[config.mk]
export PLATFORM = sky130hd
export DESIGN_NAME = instruction_fetch_unit_flat
export DESIGN_NICKNAME = d
export VERILOG_FILES = /design/src/rtl/instruction_fetch_unit_pkg.sv /design/src/rtl/instruction_fetch_unit_if.sv /design/src/rtl/instruction_fetch_unit_fetch_pc_reg.sv /design/src/rtl/instruction_fetch_unit.sv /design/src/flat_wrapper.sv
export SDC_FILE = /design/constraint.sdc
export NUM_CORES = 1
export LEC_CHECK = 0
export ABC_AREA = 1
export CAP_MARGIN = 20
export CELL_PAD_IN_SITES_DETAIL_PLACEMENT = 0
export CELL_PAD_IN_SITES_GLOBAL_PLACEMENT = 2
export CORE_MARGIN = 3
export CORE_UTILIZATION = 19
export CTS_CLUSTER_DIAMETER = 120
export DETAILED_ROUTE_END_ITERATION = 7
export GPL_TIMING_DRIVEN = 1
export PLACE_DENSITY_LB_ADDON = 0.1
export SLEW_MARGIN = 20
export SYNTH_ARGS = -nofsm -noshare
export SYNTH_HDL_FRONTEND = slang
export SYNTH_HIERARCHICAL = 1
export SYNTH_SLANG_ARGS = --single-unit
[constraint.sdc]
create_clock -name CLK -period 1.46 [get_ports CLK]
set_input_delay 0.219 -clock CLK [delete_from_list [all_inputs] [get_ports CLK]]
set_output_delay 0.219 -clock CLK [all_outputs]
set_load 0.02 [all_outputs]
[src/rtl/instruction_fetch_unit_pkg.sv]
// ----------------------------------------------------------------------------
// instruction_fetch_unit_pkg
//   Shared definitions for the instruction fetch unit:
//     - fetch_state_e : 2-bit FSM state encoding (S_REQ/S_WAIT/S_HOLD/S_FAULT)
//     - INSTR_BYTES   : size of one instruction in bytes (PC alignment unit)
//     - RESET_PC_DEFAULT : default architectural PC after reset
//     - pc_is_aligned : helper returning 1 when a PC is instruction-aligned
// ----------------------------------------------------------------------------
package instruction_fetch_unit_pkg;

  typedef enum logic [1:0] {
    S_REQ   = 2'd0,
    S_WAIT  = 2'd1,
    S_HOLD  = 2'd2,
    S_FAULT = 2'd3
  } fetch_state_e;

  localparam int unsigned INSTR_BYTES      = 4;
  localparam int unsigned ALIGN_BITS       = $clog2(INSTR_BYTES);
  localparam logic [63:0] RESET_PC_DEFAULT = 64'h0;

  // A PC is usable only when its low ALIGN_BITS bits are zero.
  function automatic logic pc_is_aligned(input logic [63:0] pc);
    return (pc[ALIGN_BITS-1:0] == '0);
  endfunction

endpackage

[src/rtl/instruction_fetch_unit_if.sv]
// ----------------------------------------------------------------------------
// instruction_fetch_unit_if
//   Bundles every non-clock/reset signal of the fetch unit.
//   master : the fetch unit itself
//   slave  : its environment (next-PC logic, instruction memory, decode)
//   Signals:
//     NextPC        slave->master  next PC, meaningful while InstrValid
//     CurrentPC     master->slave  architectural PC
//     IMemAddr      master->slave  fetch address (== CurrentPC)
//     IMemReqValid  master->slave  fetch request valid
//     IMemReqReady  slave->master  memory accepts request
//     IMemRespValid slave->master  one-cycle response pulse
//     IMemRespData  slave->master  fetched instruction word
//     Instr         master->slave  registered instruction for decode
//     InstrValid    master->slave  Instr/CurrentPC valid for decode
//     InstrReady    slave->master  decode retires the instruction
//     Misaligned    master->slave  sticky misaligned-NextPC fault
//     RetiredCount  master->slave  retired instruction count (wraps)
// ----------------------------------------------------------------------------
interface instruction_fetch_unit_if #(
  parameter int INSTR_W = 32,
  parameter int CNT_W   = 32
);

  logic [63:0]        NextPC;
  logic [63:0]        CurrentPC;
  logic [63:0]        IMemAddr;
  logic               IMemReqValid;
  logic               IMemReqReady;
  logic               IMemRespValid;
  logic [INSTR_W-1:0] IMemRespData;
  logic [INSTR_W-1:0] Instr;
  logic               InstrValid;
  logic               InstrReady;
  logic               Misaligned;
  logic [CNT_W-1:0]   RetiredCount;

  modport master (
    input  NextPC, IMemReqReady, IMemRespValid, IMemRespData, InstrReady,
    output CurrentPC, IMemAddr, IMemReqValid, Instr, InstrValid,
           Misaligned, RetiredCount
  );

  modport slave (
    output NextPC, IMemReqReady, IMemRespValid, IMemRespData, InstrReady,
    input  CurrentPC, IMemAddr, IMemReqValid, Instr, InstrValid,
           Misaligned, RetiredCount
  );

endinterface

[src/rtl/instruction_fetch_unit_fetch_pc_reg.sv]
// ----------------------------------------------------------------------------
// fetch_pc_reg
//   64-bit architectural PC register.
//   Ports:
//     clk_i             clock
//     rst_i             synchronous active-high reset, loads RESET_PC
//     load_i            load next_pc_i into the PC this cycle
//     next_pc_i         candidate next PC
//     pc_o              current PC
//     next_misaligned_o next_pc_i is not instruction-aligned
// ----------------------------------------------------------------------------
module fetch_pc_reg
  import instruction_fetch_unit_pkg::*;
#(
  parameter logic [63:0] RESET_PC = RESET_PC_DEFAULT
) (
  input  logic        clk_i,
  input  logic        rst_i,
  input  logic        load_i,
  input  logic [63:0] next_pc_i,
  output logic [63:0] pc_o,
  output logic        next_misaligned_o
);

  logic [63:0] pc_q;
  logic [63:0] pc_d;

  always_comb begin
    pc_d = pc_q;
    if (load_i) begin
      pc_d = next_pc_i;
    end
  end

  always_ff @(posedge clk_i) begin
    if (rst_i) begin
      pc_q <= RESET_PC;
    end else begin
      pc_q <= pc_d;
    end
  end

  assign pc_o              = pc_q;
  assign next_misaligned_o = !pc_is_aligned(next_pc_i);

endmodule

[src/rtl/instruction_fetch_unit.sv]
// ----------------------------------------------------------------------------
// instruction_fetch_unit
//   Holds the architectural PC, fetches the instruction at that PC from
//   instruction memory over a req/resp handshake, presents it to decode and
//   loads NextPC when decode retires it. A misaligned NextPC at retirement
//   parks the unit in a sticky fault state that only Reset leaves.
//   Ports:
//     CLK    clock, all state on the rising edge
//     Reset  synchronous active-high reset, dominates everything
//     fif    instruction_fetch_unit_if.master (PC, memory, decode signals)
//   Timing with a zero-wait memory: accept@T, response@T+1, InstrValid@T+2,
//   next request@T+3 when retired at T+2 (one instruction per 3 cycles).
// ----------------------------------------------------------------------------
module instruction_fetch_unit
  import instruction_fetch_unit_pkg::*;
#(
  parameter logic [63:0] RESET_PC = RESET_PC_DEFAULT,
  parameter int          INSTR_W  = 32,
  parameter int          CNT_W    = 32
) (
  input  logic                      CLK,
  input  logic                      Reset,
  instruction_fetch_unit_if.master  fif
);

  fetch_state_e       state_q;
  logic               req_vld_q;
  logic               instr_vld_q;
  logic               mis_q;
  logic [INSTR_W-1:0] instr_q;
  logic [CNT_W-1:0]   cnt_q;
  logic [CNT_W-1:0]   cnt_d;

  logic [63:0]        pc;
  logic               next_mis;
  logic               retire;
  logic               pc_load;

  // Retirement is only possible while an instruction is being held;
  // InstrReady in any other state is ignored.
  assign retire  = (state_q == S_HOLD) && fif.InstrReady;
  assign pc_load = retire && !next_mis;
  assign cnt_d   = cnt_q + CNT_W'(1);

  fetch_pc_reg #(
    .RESET_PC (RESET_PC)
  ) u_pc (
    .clk_i             (CLK),
    .rst_i             (Reset),
    .load_i            (pc_load),
    .next_pc_i         (fif.NextPC),
    .pc_o              (pc),
    .next_misaligned_o (next_mis)
  );

  // Fetch FSM with registered handshake outputs. Reset lands in S_REQ with the
  // request deasserted; the first S_REQ cycle raises IMemReqValid, and a
  // request is only considered accepted once it is actually being driven.
  always_ff @(posedge CLK) begin
    if (Reset) begin
      state_q     <= S_REQ;
      req_vld_q   <= 1'b0;
      instr_vld_q <= 1'b0;
      instr_q     <= '0;
      mis_q       <= 1'b0;
      cnt_q       <= '0;
    end else begin
      case (state_q)
        S_REQ: begin
          if (req_vld_q && fif.IMemReqReady) begin
            req_vld_q <= 1'b0;
            state_q   <= S_WAIT;
          end else begin
            req_vld_q <= 1'b1;
          end
        end
        S_WAIT: begin
          // Response is sampled only here; no timeout by design.
          if (fif.IMemRespValid) begin
            instr_q     <= fif.IMemRespData;
            instr_vld_q <= 1'b1;
            state_q     <= S_HOLD;
          end
        end
        S_HOLD: begin
          if (retire) begin
            instr_vld_q <= 1'b0;
            cnt_q       <= cnt_d;
            if (next_mis) begin
              mis_q   <= 1'b1;
              state_q <= S_FAULT;
            end else begin
              req_vld_q <= 1'b1;
              state_q   <= S_REQ;
            end
          end
        end
        S_FAULT: begin
          req_vld_q   <= 1'b0;
          instr_vld_q <= 1'b0;
        end
        default: begin
          state_q <= S_FAULT;
        end
      endcase
    end
  end

  assign fif.CurrentPC    = pc;
  assign fif.IMemAddr     = pc;
  assign fif.IMemReqValid = req_vld_q;
  assign fif.Instr        = instr_q;
  assign fif.InstrValid   = instr_vld_q;
  assign fif.Misaligned   = mis_q;
  assign fif.RetiredCount = cnt_q;

endmodule

[src/flat_wrapper.sv]
// flat-port wrapper written by rule: the top's interface ports become plain ports
module instruction_fetch_unit_flat import instruction_fetch_unit_pkg::*;
#(
  parameter logic [63:0] RESET_PC = RESET_PC_DEFAULT,
  parameter int          INSTR_W  = 32,
  parameter int          CNT_W    = 32
)
  (CLK, Reset, fif_NextPC, fif_IMemReqReady, fif_IMemRespValid, fif_IMemRespData, fif_InstrReady, fif_CurrentPC, fif_IMemAddr, fif_IMemReqValid, fif_Instr, fif_InstrValid, fif_Misaligned, fif_RetiredCount);
  instruction_fetch_unit_if #(.INSTR_W(INSTR_W), .CNT_W(CNT_W)) fif_i ();
  input  logic CLK;
  input  logic Reset;
  input wire logic [$bits(fif_i.NextPC)-1:0] fif_NextPC;
  input wire logic [$bits(fif_i.IMemReqReady)-1:0] fif_IMemReqReady;
  input wire logic [$bits(fif_i.IMemRespValid)-1:0] fif_IMemRespValid;
  input wire logic [$bits(fif_i.IMemRespData)-1:0] fif_IMemRespData;
  input wire logic [$bits(fif_i.InstrReady)-1:0] fif_InstrReady;
  output wire logic [$bits(fif_i.CurrentPC)-1:0] fif_CurrentPC;
  output wire logic [$bits(fif_i.IMemAddr)-1:0] fif_IMemAddr;
  output wire logic [$bits(fif_i.IMemReqValid)-1:0] fif_IMemReqValid;
  output wire logic [$bits(fif_i.Instr)-1:0] fif_Instr;
  output wire logic [$bits(fif_i.InstrValid)-1:0] fif_InstrValid;
  output wire logic [$bits(fif_i.Misaligned)-1:0] fif_Misaligned;
  output wire logic [$bits(fif_i.RetiredCount)-1:0] fif_RetiredCount;
  assign fif_i.NextPC = fif_NextPC;
  assign fif_i.IMemReqReady = fif_IMemReqReady;
  assign fif_i.IMemRespValid = fif_IMemRespValid;
  assign fif_i.IMemRespData = fif_IMemRespData;
  assign fif_i.InstrReady = fif_InstrReady;
  assign fif_CurrentPC = fif_i.CurrentPC;
  assign fif_IMemAddr = fif_i.IMemAddr;
  assign fif_IMemReqValid = fif_i.IMemReqValid;
  assign fif_Instr = fif_i.Instr;
  assign fif_InstrValid = fif_i.InstrValid;
  assign fif_Misaligned = fif_i.Misaligned;
  assign fif_RetiredCount = fif_i.RetiredCount;
  instruction_fetch_unit #(.RESET_PC(RESET_PC), .INSTR_W(INSTR_W), .CNT_W(CNT_W)) u_core (.CLK(CLK), .Reset(Reset), .fif(fif_i));
endmodule
==> results.md <==
* Iteration-0 DRC Markers at 183
* Hpwl dp at 16600 um
* Sum of overflow across all layers after global routing at 0
* Cts hold-fix bufs at 0
* Worst hold slack at 0.391 ns
* Logic depth of the worst register-to-register path at 9
* Hold path cells at 5
* Via count of the first global-routing pass at roughly 6000
* Final ANT Viol Nets at 0
* Last weighted congestion value of the routability-driven placer at 0.702
* Highest cell delay on the worst timing path at between 0.3 and 0.4 ns
* Fill cell count at between 3000 and 4000
* Peak fanout along the critical path at 3
* Largest net degree at the start of global routing at 40
* Depth of the CTS H-tree at 4
* Synth-to-Final Area Change at 65.4%
* PwrDens at 1070 mW/mm^2
* Post-Syn Area at 0.00630 mm^2
* Post-Synthesis Net Count at 1033
* Flops & latches, synth at 133
* Fin Setup TNS at 0 ns
* Final period util at 97.8%
* Largest vdd supply drop at ~0.74 mV
* Type of destination of the critical path: output pin
* Max Transition Viols Final at 0
* # clock sinks at between 100 and 150
* RSZ-0062 raised after global routing: true
* Total wire length at ~22000 um
* Floorplan die width at 188 um
* Cell at the root of the clock tree: clkbuf_16
* DR vias at 6249
* Number of enable-type register cells in the synthesized netlist at 0
* Most common flop cell mapped by yosys: dfxtp_1
* Post-layout power at 0.0111 W
* Reg power frac at between 30% and 40%
* Total core area at 0.0326 mm^2
* Initial Util at 19.3%
* Net total in the final layout at 1329
* Avg Cell Area, Syn at 6.81 um^2
* Critical path data arrival time at 1.21 ns
* Cell Int Power at 0.00785 W
* Net switching power at approximately 0.0033 W
* Total DRC errors in the routed layout at 0
* Slew @ Worst Pin at 0.280 ns
* First-pass GRT wire length at 34500 um
* Cell leakage power at 5.09 nW
* DR vias/cell at 3.73
* Cells along the critical path: buf_4 > clkdlybuf4s15_2
* Share of total power in the clock network at 40.4%
* CTS buffer count at 17
* Buffer and inverter count on the worst path at 2
* Worst-case hold path end point: u_core/u_pc/pc_o[7]
* Critical Path RT at 1.24 ns
* Count of yosys warnings during synthesis at 6
* Clk pin slew, worst setup/hold paths at 0.07 ns
* Routed wire length per instance at 13.3 um
* Hold Path Origin: fif_NextPC[7]
* Worst slew margin relative to its limit at 81.4%
* Initial antenna violation count at 1
* Distinct cell type count after synthesis at 33
* Shortest clock period the worst path allows after layout at approximately 1.4 ns
* Worst Hold Class: in2reg
* Comb pwr share at between 20% and 30%
* Overall die area at 0.0354 mm^2
* Synth Instances at slightly above 900
* Fraction of layout cells with a size suffix above 1 at 17.2%
* Combined global-route utilization of all metal layers at 12.6%
* Worst setup startpoint: u_core/fif.RetiredCount[0]
* Type of the worst setup path: reg2out
* Clk Latency, worst-skew pair at 0.43 ns
* Critical path's top delay family: buffers and inverters
* Number of maximum-capacitance constraint violations at 0
* Worst setup SP type: flip-flop
* Highest-count cells in the layout ignoring fill and taps: nor2_1, nand2_1, dlygate4sd2_1
* Final design utilization at 32.0%
* Total setup violations reported at the end of the flow at 0
* Number of cell rows at 66
* Clock tree from TritonCTS: built
* Switching share of total power at 29.5%
* Most common library cell in the layout ignoring fill and taps: nor2_1
* Endpoint of the most critical register-to-register path: u_core/u_pc/pc_o[16]
* Asr flop ratio synth at 0%
* Slack of the worst reg-to-reg path at 0.06 ns
* Start of the worst register-to-register path: u_core/state_q[0]
* Number of hold violations in the final report at 0
* Setup skew after layout at 0.00961 ns
* Status: finished clean
* Worst-case clock buffer depth at 2
* # port buffers at 295
* Pre-antenna DRT Iters at 4
* Die Span Y at roughly 190 um
* Max frequency at approximately 700 MHz
* Sequential area share after synthesis at 42.2%
* Worst path slowest cell: dfxtp_2
* Io pins at 296
==> cells by family (layout without fill, tap and decap cells) <==
kind of cell / after synthesis / in the layout / share of synthesized area (%)
xor+xnor: 2 / 2 / 0.278
simple gates: 509 / 510 / 32.7
flops: 133 / 133 / 42.2
other cells: 0 / 1 / 0
buf+inv: 206 / 513 / 17.8
fa+ha+maj: 6 / 6 / 1.19
compound gates: 70 / 70 / 5.76
==> cells in the mapped netlist, types with 6 or more instances <==
| cell type | instances | area share (%) |
|---|---|---|
| inv_1 | 106 | 6.3 |
| o21ai_0 | 46 | 3.7 |
| buf_6 | 12 | 2.1 |
| dfxtp_1 | 133 | 42 |
| clkbuf_1 | 11 | 0.66 |
| nand3_1 | 21 | 1.7 |
| a21oi_1 | 18 | 1.4 |
| buf_2 | 7 | 0.56 |
| ha_1 | 6 | 1.2 |
| nor2_1 | 257 | 15 |
| nand2_1 | 205 | 12 |
| buf_4 | 67 | 8.0 |
==> state kept, by name, indices dropped and copies added (netlist names) <==
name and flops:
u_core/fif.Misaligned 1, u_core/fif.InstrValid 1, u_core/u_pc/pc_o 64, u_core/fif.IMemReqValid 1, u_core/fif.RetiredCount 32, u_core/fif.Instr 32
u_core/state_q 2
==> worst max-delay path by stage <==
stage,to,slack (ns),cells past startpoint
3_5_place_dp,u_core/fif.RetiredCount[19],-0.31,8
5_1_grt,u_core/fif.RetiredCount[27],-0.08,11
3_3_place_gp,u_core/fif.RetiredCount[19],-0.27,8
2_1_floorplan,u_core/fif.RetiredCount[26],-0.008,10
4_1_cts,u_core/fif.Instr[25],-0.006,8
6_report,fif_RetiredCount[0],0.03,2
==> power groups by stage <==
stage	Sequential [W]	Combinational, W	Clock [W]
after floorplan	0.00450	0.00103	0
after CTS	0.00411	0.00251	0.00473
after global routing	0.00416	0.00278	0.00487
final	0.00411	0.00253	0.00450
after detailed placement	0.00419	0.00266	0
after global placement	0.00418	0.00268	0
==> tightest hold or removal path: stages <==
cell	delay, ns
clkdlybuf4s50_1	0.39
inv_1	0.05
nand2_1	0.04
nand2_1	0.05
nor2_1	0.03
==> through the flow <==
step                cells  worst slack [ns]  cell area, um^2
finish               1677            0.0328            10400
global route         1676           -0.0811            10400
CTS                  1673          -0.00555            10300
detailed placement   1639            -0.305             9800
global placement     1639            -0.271             9800
floorplan             926          -0.00803             6330
==> final cells by class <==
class	count	area, um^2	area share [%]
inverters	108	410	3.94
multi-input cells	588	2700	25.9
clock buffers	19	453	4.34
well taps	442	553	5.30
clock inverters	12	155	1.49
diodes	1	2.50	0.0240
repair buffers	374	3470	33.3
flip-flops and latches	133	2690	25.8
==> metal layers <==
layer | up-vias | global-route usage (%) | routed length (um)
met5 | - | 0 | 20
met4 | 2 | 3.64 | 172
met3 | 14 | 4.66 | 1700
met2 | 172 | 20.6 | 10400
met1 | 2750 | 15.5 | 10000
li1 | 3311 | - | -
==> what timing repair did <==
item	CTS	global route
buffers inserted	2	2
resized for setup	264	78
cloned	1	1
setup endpoints to repair	319	127
pin swaps	5	6
Power figures use the tool's default switching activity.
